### config.mk
export PLATFORM = sky130hd
export DESIGN_NAME = move_sequencer
export DESIGN_NICKNAME = d
export VERILOG_FILES = /design/src/rtl/move_sequencer.sv
export SDC_FILE = /design/constraint.sdc
export NUM_CORES = 1
export LEC_CHECK = 0
export ABC_AREA = 1
export CORE_UTILIZATION = 56
export CTS_CLUSTER_SIZE = 25
export DETAILED_ROUTE_END_ITERATION = 10
export GPL_ROUTABILITY_DRIVEN = 0
export PLACE_DENSITY = 0.8
export RECOVER_POWER = 25
export SYNTH_ARGS = -nofsm -noshare
export SYNTH_HDL_FRONTEND = slang
export SYNTH_SLANG_ARGS = --single-unit
export TNS_END_PERCENT = 50
### constraint.sdc
create_clock -name clock -period 3.7 [get_ports clock]
set_clock_uncertainty 0.2 [all_clocks]
set_input_delay 0.555 -clock clock [delete_from_list [all_inputs] [get_ports clock]]
set_output_delay 0.555 -clock clock [all_outputs]
set_load 0.02 [all_outputs]
### src/rtl/move_sequencer.sv
// move_sequencer: GoBang placement controller - clears the board, validates and writes a stone, scans for five in a row
// Ports: clock, resetn (synchronous, active-low); put_req, cur_x, cur_y come from the key front-end;
//   mem_addr ({y,x}), mem_we, mem_wdata and mem_rdata (one-cycle read latency) connect to the board RAM;
//   turn, busy, reject, winner_valid and winner are status outputs, all decoded from registers.
module move_sequencer #(
  parameter int BOARD_N = 8,
  parameter int COORD_W = 3,
  parameter int WIN_LEN = 5
) (
  input  logic                 clock,
  input  logic                 resetn,
  input  logic                 put_req,
  input  logic [COORD_W-1:0]   cur_x,
  input  logic [COORD_W-1:0]   cur_y,
  output logic [2*COORD_W-1:0] mem_addr,
  output logic                 mem_we,
  output logic [1:0]           mem_wdata,
  input  logic [1:0]           mem_rdata,
  output logic                 turn,
  output logic                 busy,
  output logic                 reject,
  output logic                 winner_valid,
  output logic                 winner
);
  localparam int AW = 2 * COORD_W;
  localparam int SW = COORD_W + 3;
  localparam logic [AW-1:0] LAST  = AW'(BOARD_N * BOARD_N - 1);
  localparam logic [SW-1:0] N_S   = SW'(BOARD_N);
  localparam logic [2:0]    K_MAX = 3'(WIN_LEN - 1);
  localparam logic [3:0]    C_WIN = 4'(WIN_LEN);
  localparam logic [3:0] CLEAR    = 4'd0;
  localparam logic [3:0] IDLE     = 4'd1;
  localparam logic [3:0] RD_CELL  = 4'd2;
  localparam logic [3:0] CHK_CELL = 4'd3;
  localparam logic [3:0] WR       = 4'd4;
  localparam logic [3:0] S_ADDR   = 4'd5;
  localparam logic [3:0] S_CMP    = 4'd6;
  localparam logic [3:0] EVAL     = 4'd7;
  localparam logic [3:0] OVER     = 4'd8;
  logic [3:0]         state;
  logic [AW-1:0]      clr_addr;
  logic               armed;
  logic               neg;
  logic [COORD_W-1:0] px;
  logic [COORD_W-1:0] py;
  logic [1:0]         dir;
  logic [2:0]         k;
  logic [3:0]         count;
  logic [1:0]         code;
  logic [SW-1:0]      off;
  logic [SW-1:0]      nx;
  logic [SW-1:0]      ny;
  logic               in_b;
  logic               hit;
  logic               more;
  logic               side_end;
  // Neighbour math is done modulo 2^SW: a negative coordinate wraps to a
  // large unsigned value, so a single "< BOARD_N" test covers both edges.
  always_comb begin
    code      = turn ? 2'b10 : 2'b01;
    off       = neg ? -{{COORD_W{1'b0}}, k} : {{COORD_W{1'b0}}, k};
    nx        = {3'b000, px} + (dir == 2'd1 ? '0 : off);
    ny        = {3'b000, py} + (dir == 2'd0 ? '0 : dir == 2'd3 ? -off : off);
    in_b      = nx < N_S && ny < N_S;
    hit       = mem_rdata == code;
    more      = hit && k < K_MAX;
    side_end  = (state == S_ADDR && !in_b) || (state == S_CMP && !more);
    mem_we    = (state == CLEAR && armed) || state == WR;
    mem_wdata = state == WR ? code : 2'b00;
    mem_addr  = state == CLEAR ? clr_addr :
                state == S_ADDR ? {ny[COORD_W-1:0], nx[COORD_W-1:0]} : {py, px};
    busy      = state != IDLE;
  end
  // armed holds off the first clear write until the cycle after reset is released.
  always_ff @(posedge clock) begin
    if (!resetn) begin
      state        <= CLEAR;
      clr_addr     <= '0;
      armed        <= 1'b0;
      neg          <= 1'b0;
      px           <= '0;
      py           <= '0;
      dir          <= 2'd0;
      k            <= 3'd1;
      count        <= 4'd1;
      turn         <= 1'b0;
      reject       <= 1'b0;
      winner_valid <= 1'b0;
      winner       <= 1'b0;
    end else begin
      reject <= put_req && state != IDLE;
      case (state)
        CLEAR: begin
          armed <= 1'b1;
          if (armed) clr_addr <= clr_addr + AW'(1);
          if (armed && clr_addr == LAST) state <= IDLE;
        end
        IDLE: if (put_req) begin
          px    <= cur_x;
          py    <= cur_y;
          state <= RD_CELL;
        end
        RD_CELL: state <= CHK_CELL;
        CHK_CELL: if (mem_rdata != 2'b00) begin
          reject <= 1'b1;
          state  <= IDLE;
        end else state <= WR;
        WR: begin
          dir   <= 2'd0;
          neg   <= 1'b0;
          k     <= 3'd1;
          count <= 4'd1;
          state <= S_ADDR;
        end
        S_ADDR: if (in_b) state <= S_CMP;
        S_CMP: begin
          count <= count + {3'b000, hit};
          if (more) begin
            k     <= k + 3'd1;
            state <= S_ADDR;
          end
        end
        EVAL: if (count >= C_WIN) begin
          winner       <= turn;
          winner_valid <= 1'b1;
          state        <= OVER;
        end else if (dir != 2'd3) begin
          dir   <= dir + 2'd1;
          neg   <= 1'b0;
          k     <= 3'd1;
          count <= 4'd1;
          state <= S_ADDR;
        end else begin
          turn  <= ~turn;
          state <= IDLE;
        end
        OVER: state <= OVER;
        default: state <= CLEAR;
      endcase
      // End of a side: the + side flips to the - side, the - side finishes the direction.
      if (side_end) begin
        neg   <= 1'b1;
        k     <= 3'd1;
        state <= neg ? EVAL : S_ADDR;
      end
    end
  end
endmodule

-- Yosys cells after proc, flatten, opt, wreduce, memory -nomap -nowiden
Cells that the tools add are included.
- register bits: 31
- memories kept: 0
- logic and storage cells: 113
- memory bits (writable): 0
- input port bits: 11
- bits in latches: 0
- bits in read-only memories: 0
- shift-type cells: 0
- muxes and demuxes: 34
- divide/modulo/power cells: 0
- bitwise logic cells: 4
- magnitude comparators: 4
- equality and inequality tests: 23
- multiply operators: 0
- reductions and logical operators: 27
- add/subtract/negate cells: 8
- operators by type and width (cell ; count):
    $mux W6 ; 6
    $pmux W4 S9 ; 1
    $mux W4 ; 8
    $eq A4 B3 Y1 const B ; 4
    $mux W3 ; 5
    $ne A3 B3 Y1 const B ; 5
    $add A3 B6 Y6 ; 2
    $lt A6 B4 Y1 const B ; 2
    $pmux W4 S3 ; 1
    $reduce_and A3 Y1 ; 4
    $mux W2 ; 5
    $pmux W3 S3 ; 1
    $eq A4 B2 Y1 const B ; 2
    $ne A2 B2 Y1 const B ; 4
    $reduce_and A4 Y1 ; 2
    $logic_and A1 B1 Y1 ; 7
    $add A6 B1 Y6 const B ; 1
    $eq A6 B6 Y1 const B ; 1
    $neg A3 Y6 ; 1
    $neg A6 Y6 ; 1
    $reduce_and A2 Y1 ; 3
    $reduce_bool A3 Y1 ; 2
    $mux W1 ; 5
    $add A4 B1 Y4 ; 1
    other kinds (20) ; 26

-- Depth between registers and ports, before layout
Gate-level depths: netlist of run 1.
- depth after elaboration: 13
- depth in mapped cells: 23

-- Least setup slack after synthesis of run 1
No wires, ideal clock.
- path kind: flip-flop to output port
- start point: reg k[0]
- end point: out mem_addr[5]
- arrival: 2.306 ns
- path slack: 0.639 ns
- cell stages (with the launch flop): 14
- required time: 2.945 ns
- path through: dfxtp_1 -> inv_2 -> ha_1 -> inv_1 -> nand2_1 -> nand2_2 -> ha_1 -> nor2_1 -> nor2_1 -> o21ai_0 -> fa_1 -> xnor2_1 -> o21ai_0 -> o21ai_0
- word-level cells in the longest chain between the ends: 8
- RTL lines (what ; RTL line ; source):
    from (decl) ; 47 ; logic [2:0] k;
    from (signal assigned) ; 119 ; k <= k + 3'd1;
    $neg A3 Y6 ; 61 ; off = neg ? -{{COORD_W{1'b0}}, k} : {{COORD_W{1'b0}}, k};
    $mux W6 * ; 61 ;
    $neg A6 Y6 ; 63 ; ny = {3'b000, py} + (dir == 2'd0 ? '0 : dir == 2'd3 ? -off : off);
    $mux W6 * (2 in series) ; 63 ;
    $add A3 B6 Y6 * ; 63 ;
    $mux W6 * ; 71 ; state == S_ADDR ? {ny[COORD_W-1:0], nx[COORD_W-1:0]} : {py, px};
    $mux W6 * ; 70 ; mem_addr = state == CLEAR ? clr_addr :
    to (decl) ; 15 ; output logic [2*COORD_W-1:0] mem_addr,
Every way passes the cells marked *; elsewhere a longest branch is shown, timed or not.

-- Final worst setup path of run 1
- start point: reg k[1]
- end point: out mem_addr[1]
- word-level cells in the longest chain between the ends: 6
- RTL lines (what ; RTL line ; source):
    $neg A3 Y6 ; 61 ;
    $mux W6 * ; 61 ;
    $mux W6 * ; 62 ; nx = {3'b000, px} + (dir == 2'd1 ? '0 : off);
    $add A3 B6 Y6 * ; 62 ;
    $mux W6 * ; 71 ;
    $mux W6 * ; 70 ;
Marks and branches as above.

==> results of run 1 <==
## cell usage in the layout (no fill, tap or decap), drive strengths merged, types with 9 or more instances in the layout
cell type,synthesis,routed
nor3,9,9
dfxtp,31,31
a21oi,34,34
inv,54,54
nor2,45,45
o21ai,31,31
ha,16,16
clkbuf,3,11
clkdlybuf4s50,0,20
nand3,13,13
nand2,63,63
## stage by stage
| step | utilization [%] | cells |
|---|---|---|
| after detailed placement | 66.7 | 391 |
| after CTS | 69.4 | 399 |
| after global routing | 68.8 | 399 |
| after floorplan | - | 321 |
| after global placement | 66.7 | 391 |
| final | 68.8 | 399 |
## per-layer routing
layer | vias up | GRT usage [%] | routed length (um)
met5 | - | 0 | 0
met4 | 0 | 10.0 | 70
met3 | 10 | 4.75 | 174
met2 | 35 | 41.4 | 2170
met1 | 929 | 33.0 | 2370
li1 | 1102 | - | -
## state kept, by name, indices dropped and copies added, names as in the netlist, 2 cells and up
signal    flops
count         4
k             3
px            3
dir           2
py            3
state         4
clr_addr      6
## cells by family (layout without fill, tap and decap cells)
logic type | count (synthesis) | count (layout)
adders and majority gates | 18 | 18
AOI/OAI and AO/OA | 74 | 74
and+or+nand+nor | 135 | 135
DFF | 31 | 31
xor gates and xnor gates | 3 | 3
buffers and inverters | 60 | 90
## worst max-delay path: stages, from the launching register on
cell and delay (ns):
sky130_fd_sc_hd__dfxtp_1 0.36, sky130_fd_sc_hd__inv_1 0.08, sky130_fd_sc_hd__ha_1 0.27, sky130_fd_sc_hd__inv_1 0.04
sky130_fd_sc_hd__nand2_1 0.06, sky130_fd_sc_hd__nand2_2 0.09, sky130_fd_sc_hd__nor2_1 0.18, sky130_fd_sc_hd__inv_1 0.08
sky130_fd_sc_hd__fa_1 0.44, sky130_fd_sc_hd__nand2_1 0.07, sky130_fd_sc_hd__o211ai_1 0.07, sky130_fd_sc_hd__o21ai_0 0.08
sky130_fd_sc_hd__clkdlybuf4s50_1 0.63
## worst paths after layout
path,slack [ns],cells past startpoint,endpoint
worst max-delay path,0.20,12,mem_addr[1]
worst min-delay path,0.26,1,count[3]
worst max register to register,0.42,23,state[1]
worst min register to register,0.26,1,count[3]
## report_power, final
group / total [uW] / internal, uW / switching [uW]
Clock: 292 / 170 / 122
Combinational: 45.0 / 21.0 / 24.0
Sequential: 340 / 337 / 2.41
Total: 676 / 528 / 149
## final cells by class
type	count	area [um2]
timing repair buffer	27	248
sequential	31	621
tap	48	60.1
fill	349	1160
clock buffer	8	100
inverter	55	211
multi-input combinational	230	1320
==> out/results.tsv, run 1 <==
stage	metric	value	unit
clocking	maximum count of clock buffers along a single path	2	
synthesis	share of synthesized flip-flops with an asynchronous set or reset	0	%
clocking	clock transition time at the flip-flop clock pins of the worst setup and hold paths	0.07	ns
clocking	Num CTS Buffers	5	
synthesis	top cell type by total area after synthesis	sky130_fd_sc_hd__dfxtp_1	
power	power per cell area	264	nW/um2
clocking	clock tree sinks	31	
global_route	pin count of the biggest net entering global routing	19	
synthesis	share of the synthesized area in the top cell type	28.3	%
global_route	via count of the first global-routing pass	1889	
sta	Final Critical Period	3.50	ns
power	overall power consumption	676	uW
global_route	initial antenna violation count	0	
routing	antenna viol nets, final	0	
synthesis	most frequent cells after synthesis	sky130_fd_sc_hd__nand2_1 (53), sky130_fd_sc_hd__inv_1 (42), sky130_fd_sc_hd__a21oi_1 (34), sky130_fd_sc_hd__nor2_1 (32), sky130_fd_sc_hd__dfxtp_1 (31)	
routing	detailed-router iteration count before antenna repair	4	
place	placement-stage worst setup slack	0.0759	ns
global_route	overall fraction of global-route tracks in use	25.4	%
synthesis	mean area per synthesized cell	6.83	um2
sta	setup violation total in the final timing report	0	
synthesis	ranking of synthesized cells by area	sky130_fd_sc_hd__dfxtp_1 (28%), sky130_fd_sc_hd__ha_1 (9.1%), sky130_fd_sc_hd__nand2_1 (9.1%)	
synthesis	simple-gate share of the synthesized area	30.4	%
critical_path	required time reported for the critical path endpoint	2.94	ns
routing	post-detailed-routing wire length	4.78	mm
sta	Post-Route Setup TNS	0	ns
sta	count of final hold-check violations	0	
clocking	clock tree root driver cell	sky130_fd_sc_hd__clkbuf_8	
sta	slew at the pin with the worst max-slew slack	0.828	ns
critical_path	worst setup path category	reg2out	
clocking	level count of the clock H-tree	2	
synthesis	share of synthesized area spent on multiplexers	0	%
place	standard cell area after detailed placement	2480	um2
synthesis	adder-cell share of the synthesized area	11.0	%
place	I/O Buffers	24	
floorplan	Starting Density	59.0	%
sta	Final WS setup	0.201	ns
floorplan	Core Region	3720	um2
floorplan	count of boundary I/O pins	25	
place	HPWL after DPL	3.81	mm
synthesis	Gate Count Post-Synth	321	
synthesis	post-synthesis cell type count	33	
finish	design area	2560	um2
routing	routed length per placed instance	12.0	um
clocking	clock latency on the worst-skew pair	0.28	ns
run	max-capacitance violation count	0	
synthesis	count of synthesis-stage warnings from yosys	0	
floorplan	die height	64.5	um
critical_path	critical path startpoint category	flop	
synthesis	cell with the most instances after synthesis	sky130_fd_sc_hd__nand2_1	
synthesis	share of synthesized area occupied by flip-flops and latches	28.3	%
floorplan	chip width	64.5	um
clocking	TritonCTS clock tree	done	
synthesis	EDFF count, synth	0	
synthesis	count of state elements after synthesis	31	
sta	part of the cycle the worst path needs	94.6	%
sta	Max Clock Freq	286	MHz
floorplan	Core Rows	22	
finish	layout cells sized above 1	14.2	%
clocking	number of setup buffers added after CTS	0	
routing	Via Count	2076	
global_route	global-route congestion overflow total	0	
sta	post-route worst hold slack	0.258	ns
run_status	run status	finished clean	
critical_path	launch instance of the worst register-to-register path	k[0]	
finish	number of nets at the end of the flow	379	
sta	Rel. slew slack	44.8	%
finish	antenna diode instance count	0	
synthesis	parity-gate share of the synthesized area counting xor and xnor cells	1.20	%
critical_path	critical path endpoint category	output pin	
worst_hold_path	startpoint of the worst hold path	count[3]	
synthesis	netlist area before placement	2190	um2
routing	DRC violations left	0	
synthesis	main combinational cell family by area after synthesis	simple AND/OR/NAND/NOR gates	
synthesis	net count of the mapped netlist	350	
critical_path	worst setup path start	k[1]	
routing	per-cell via count in the routed design	5.20	
clocking	post-cts sizing count	4	
critical_path	Worst EP arrival	2.74	ns
sta	number of pins with negative max-slew slack in the final report	0	
sta	RSZ-0062 raised after global routing	no	
synthesis	flip-flop cell with the highest count after synthesis	sky130_fd_sc_hd__dfxtp_1	
routing	Starting DRT DRC Count	110	
power	total leakage power	0.00112	uW
power	Max rail drop VDD	0.266	mV
critical_path	worst-path fanout max	5	
clocking	# hold bufs at CTS	0	
global_route	wire length of the first global-routing pass	8.22	mm
synthesis	compound-cell area share of the yosys netlist	17.9	%
worst_hold_path	hold crit path type	reg2reg	
finish	synthesis-to-layout area growth	16.7	%
floorplan	area of the die	4170	um2
Power figures use the tool's default switching activity.
==> inputs of run 2 (changes only) <==
- SETUP_SLACK_MARGIN: unset -> 0.4
==> out/results.tsv, run 2 (same netlist as run 1, synthesis figures left out) <==
stage	metric	value	unit	change
critical_path	launch instance of the worst register-to-register path	k[0]		unchanged
clocking	maximum count of clock buffers along a single path	2		unchanged
routing	antenna viol nets, final	0		unchanged
worst_hold_path	hold path cells	1		unchanged
clocking	Num CTS Buffers	5		unchanged
global_route	met3 Resource Use GR	4.75	%	unchanged
sta	Post-Route Setup TNS	0	ns	unchanged
critical_path	largest stage delay on the critical path	0.39	ns	was 0.63 ns
sta	part of the cycle the worst path needs	88.4	%	was 94.6%
global_route	wire length of the first global-routing pass	8.27	mm	was 8.22 mm
finish	commonest cells after routing, fill and taps aside	sky130_fd_sc_hd__nand2_1 (52), sky130_fd_sc_hd__inv_1 (41), sky130_fd_sc_hd__a21oi_1 (34), sky130_fd_sc_hd__nor2_1 (32), sky130_fd_sc_hd__dfxtp_1 (28)		was sky130_fd_sc_hd__nand2_1 (53), sky130_fd_sc_hd__inv_1 (43), sky130_fd_sc_hd__nor2_1 (34), sky130_fd_sc_hd__a21oi_1 (34), sky130_fd_sc_hd__dfxtp_1 (31)
finish	number of flip-flops in the largest register	6		unchanged
routing	Starting DRT DRC Count	136		was 110
critical_path	worst-path fanout max	4		was 5
clocking	level count of the clock H-tree	2		unchanged
critical_path	endpoint of the lowest-slack register-to-register path	neg		was state[1]
finish	Filler Cells Inserted	336		was 349
sta	setup violation total in the final timing report	0		unchanged
floorplan	Starting Density	59.0	%	unchanged
global_route	overall fraction of global-route tracks in use	25.6	%	was 25.4%
power	Logic pwr share	6.5	%	was 6.6%
finish	layout cells sized above 1	19.0	%	was 14.2%
finish	number of nets at the end of the flow	385		was 379
critical_path	R2R depth	21		was 23
routing	DRC violations left	0		unchanged
routing	post-detailed-routing wire length	5.01	mm	was 4.78 mm
sta	Final Critical Period	3.27	ns	was 3.50 ns
global_route	global route hottest layer	met2		unchanged
critical_path	crit path max-delay cell type	sky130_fd_sc_hd__fa_2		was sky130_fd_sc_hd__clkdlybuf4s50_1
finish	most common cell after layout, fill and taps aside	sky130_fd_sc_hd__nand2_1		unchanged
power	internal power component	527	uW	was 528 uW
power	switching power	149	uW	about the same
global_route	grt met1 use	33.1	%	was 33.0%
floorplan	die height	64.5	um	unchanged
sta	count of final hold-check violations	0		unchanged
finish	area taken by multi-input logic gates	1370	um2	was 1320 um2
clocking	# hold bufs at CTS	0		unchanged
finish	area taken by flip-flops and latches	624	um2	was 621 um2
global_route	initial antenna violation count	0		unchanged
critical_path	critical path buffer and inverter count	3		was 4
sta	Rel. slew slack	47.0	%	was 44.8%
critical_path	worst setup path category	reg2out		unchanged
floorplan	chip width	64.5	um	unchanged
clocking	clock tree sinks	31		unchanged
floorplan	count of boundary I/O pins	25		unchanged
critical_path	crit path capture	mem_addr[5]		was mem_addr[1]
run	max-capacitance violation count	0		unchanged
floorplan	Core Region	3720	um2	unchanged
critical_path	FF-to-FF setup slack	0.63	ns	was 0.42 ns
finish	antenna diode instance count	0		unchanged
routing	per-cell via count in the routed design	5.24		was 5.20
routing	Via Count	2123		was 2076
floorplan	Core Rows	22		unchanged
power	Max rail drop VDD	0.267	mV	was 0.266 mV
critical_path	total stage count of the critical path	14		was 12
global_route	met2 layer usage reported by global route	41.8	%	was 41.4%
worst_hold_path	hold crit path type	reg2reg		unchanged
finish	register bank with the most flops	clr_addr		unchanged
finish	final standard cell count with taps included and fillers excluded	405		was 399
clocking	clock tree root driver cell	sky130_fd_sc_hd__clkbuf_8		unchanged
power	Net Sw Frac	22.0	%	about the same
floorplan	area of the die	4170	um2	unchanged
sta	Max Clock Freq	306	MHz	was 286 MHz
clocking	TritonCTS clock tree	done		unchanged
sta	number of pins with negative max-slew slack in the final report	0		unchanged
power	clock network fraction of design power	43.2	%	about the same
critical_path	Largest delay share family, worst path	adder cells		was buffers and inverters
critical_path	required time reported for the critical path endpoint	2.94	ns	about the same
power	total leakage power	0.00117	uW	was 0.00112 uW
routing	routed length per placed instance	12.4	um	was 12.0 um
run_status	run status	finished clean		unchanged
finish	leading registers by flop count	clr_addr: 6 flops, count: 4 flops, state: 4 flops		unchanged
place	HPWL after DPL	3.81	mm	unchanged
sta	RSZ-0062 raised after global routing	yes		was no
power	power per cell area	254	nW/um2	was 264 nW/um2
critical_path	cell-by-cell trace of the critical path	inv_2 -> ha_4 -> inv_4 -> nand2_4 -> nand2_4 -> ha_4 -> nor2_4 -> nor2_2 -> o21ai_2 -> fa_2 -> xnor2_1 -> o21ai_0 -> o21ai_1 -> buf_2		was inv_1 -> ha_1 -> inv_1 -> nand2_1 -> nand2_2 -> nor2_1 -> inv_1 -> fa_1 -> nand2_1 -> o211ai_1 -> o21ai_0 -> clkdlybuf4s50_1
power	share of power burned in registers	50.2	%	about the same
critical_path	Worst EP arrival	2.52	ns	was 2.74 ns
critical_path	worst setup path start	k[0]		was k[1]
clocking	clock transition time at the flip-flop clock pins of the worst setup and hold paths	0.07	ns	about the same
routing	detailed-router iteration count before antenna repair	4		unchanged
finish	synthesis-to-layout area growth	21.3	%	was 16.7%
critical_path	critical path startpoint category	flop		unchanged
power	overall power consumption	676	uW	about the same
place	I/O Buffers	24		unchanged
clocking	clock latency on the worst-skew pair	0.28	ns	about the same
global_route	global-route congestion overflow total	0		unchanged
critical_path	critical path endpoint category	output pin		unchanged
place	placed cells	391		unchanged
sta	slew at the pin with the worst max-slew slack	0.794	ns	was 0.828 ns
global_route	pin count of the biggest net entering global routing	19		unchanged
global_route	via count of the first global-routing pass	1916		was 1889
run 2: cell count changes in the layout (fill, tap and decap cells not counted), moves of 2 or more:
| cell | delta |
|---|---|
| sky130_fd_sc_hd__buf_4 | +7 |
| sky130_fd_sc_hd__nor2_1 | -2 |
| sky130_fd_sc_hd__dfxtp_2 | +3 |
| sky130_fd_sc_hd__ha_4 | +2 |
| sky130_fd_sc_hd__ha_1 | -2 |
| sky130_fd_sc_hd__nand2_4 | +2 |
| sky130_fd_sc_hd__o21ai_0 | -2 |
| sky130_fd_sc_hd__dfxtp_1 | -3 |
| sky130_fd_sc_hd__inv_1 | -2 |
run 2: worst register-to-register path: stages, from the launching register on:
cell                      delay [ns]
sky130_fd_sc_hd__dfxtp_2        0.34
sky130_fd_sc_hd__inv_2          0.05
sky130_fd_sc_hd__ha_4           0.27
sky130_fd_sc_hd__inv_4          0.04
sky130_fd_sc_hd__nand2_4        0.06
sky130_fd_sc_hd__nand2_4        0.07
sky130_fd_sc_hd__ha_4           0.27
sky130_fd_sc_hd__nor2_4         0.03
sky130_fd_sc_hd__nor2_2         0.09
sky130_fd_sc_hd__o21ai_2        0.08
sky130_fd_sc_hd__fa_2           0.39
sky130_fd_sc_hd__buf_4          0.14
sky130_fd_sc_hd__nor2_1         0.10
sky130_fd_sc_hd__nor2_1         0.07
sky130_fd_sc_hd__o21ai_0        0.16
sky130_fd_sc_hd__nor2_1         0.07
sky130_fd_sc_hd__nor2_1         0.09
sky130_fd_sc_hd__nand2_1        0.07
sky130_fd_sc_hd__nand2_2        0.10
sky130_fd_sc_hd__nand2_4        0.08
sky130_fd_sc_hd__o21ai_1        0.13
sky130_fd_sc_hd__inv_1          0.06
run 2: per-layer routing:
metal	up-vias	wire length [um]
li1	1112	-
met5	-	0
met1	957	2390
met4	0	70
met2	44	2340
met3	10	205
run 2: power by group through the flow:
| stage | Combinational (uW) | Sequential, uW | Clock (uW) |
|---|---|---|---|
| 4_1_cts | 44.7 | 339 | 297 |
| 3_5_place_dp | 45.6 | 347 | 0 |
| 2_1_floorplan | 21.5 | 347 | 0 |
| 3_3_place_gp | 44.8 | 347 | 0 |
| 6_report | 44.0 | 339 | 292 |
| 5_1_grt | 49.4 | 340 | 309 |
run 2: worst min-delay path by stage:
stage             start        to  slack (ns)
2_1_floorplan  count[3]  count[3]        0.23
3_3_place_gp   count[3]  count[3]        0.24
3_5_place_dp   count[3]  count[3]        0.25
4_1_cts        count[3]  count[3]        0.26
5_1_grt        count[3]  count[3]        0.27
6_report       count[3]  count[3]        0.26
run 2: what timing repair did:
action | 4_1_cts | 5_1_grt
setup endpoints to repair | 4 | 9
setup buffers | 3 | 3
gates resized for setup | 19 | 16
pin swaps | 3 | 6
run 2: per-stage QoR:
step                      cell area [um2]  setup slack [ns]  utilization, %  hold WS [ns]
after floorplan                      2190             0.639               -         0.229
after global placement               2480             0.142            66.7         0.243
after detailed placement             2480            0.0759            66.7         0.254
after CTS                            2610             0.297            70.2         0.262
after global routing                 2660             0.324            71.5         0.272
final                                2660             0.430            71.5         0.258
run 2: layout make-up:
type,instances,share of cell area [%]
Multi-Input combinational cell,230,51.5
Timing Repair Buffer,33,10.9
Sequential cell,31,23.5
Clock buffer,8,3.77
Inverter,55,8.05
Tap cell,48,2.26
==> inputs of run 3 (changes only) <==
- HOLD_SLACK_MARGIN: unset -> 0.08
==> results of run 3 <==
Same layout as run 2: the final DEF is identical, and so are final timing and power.
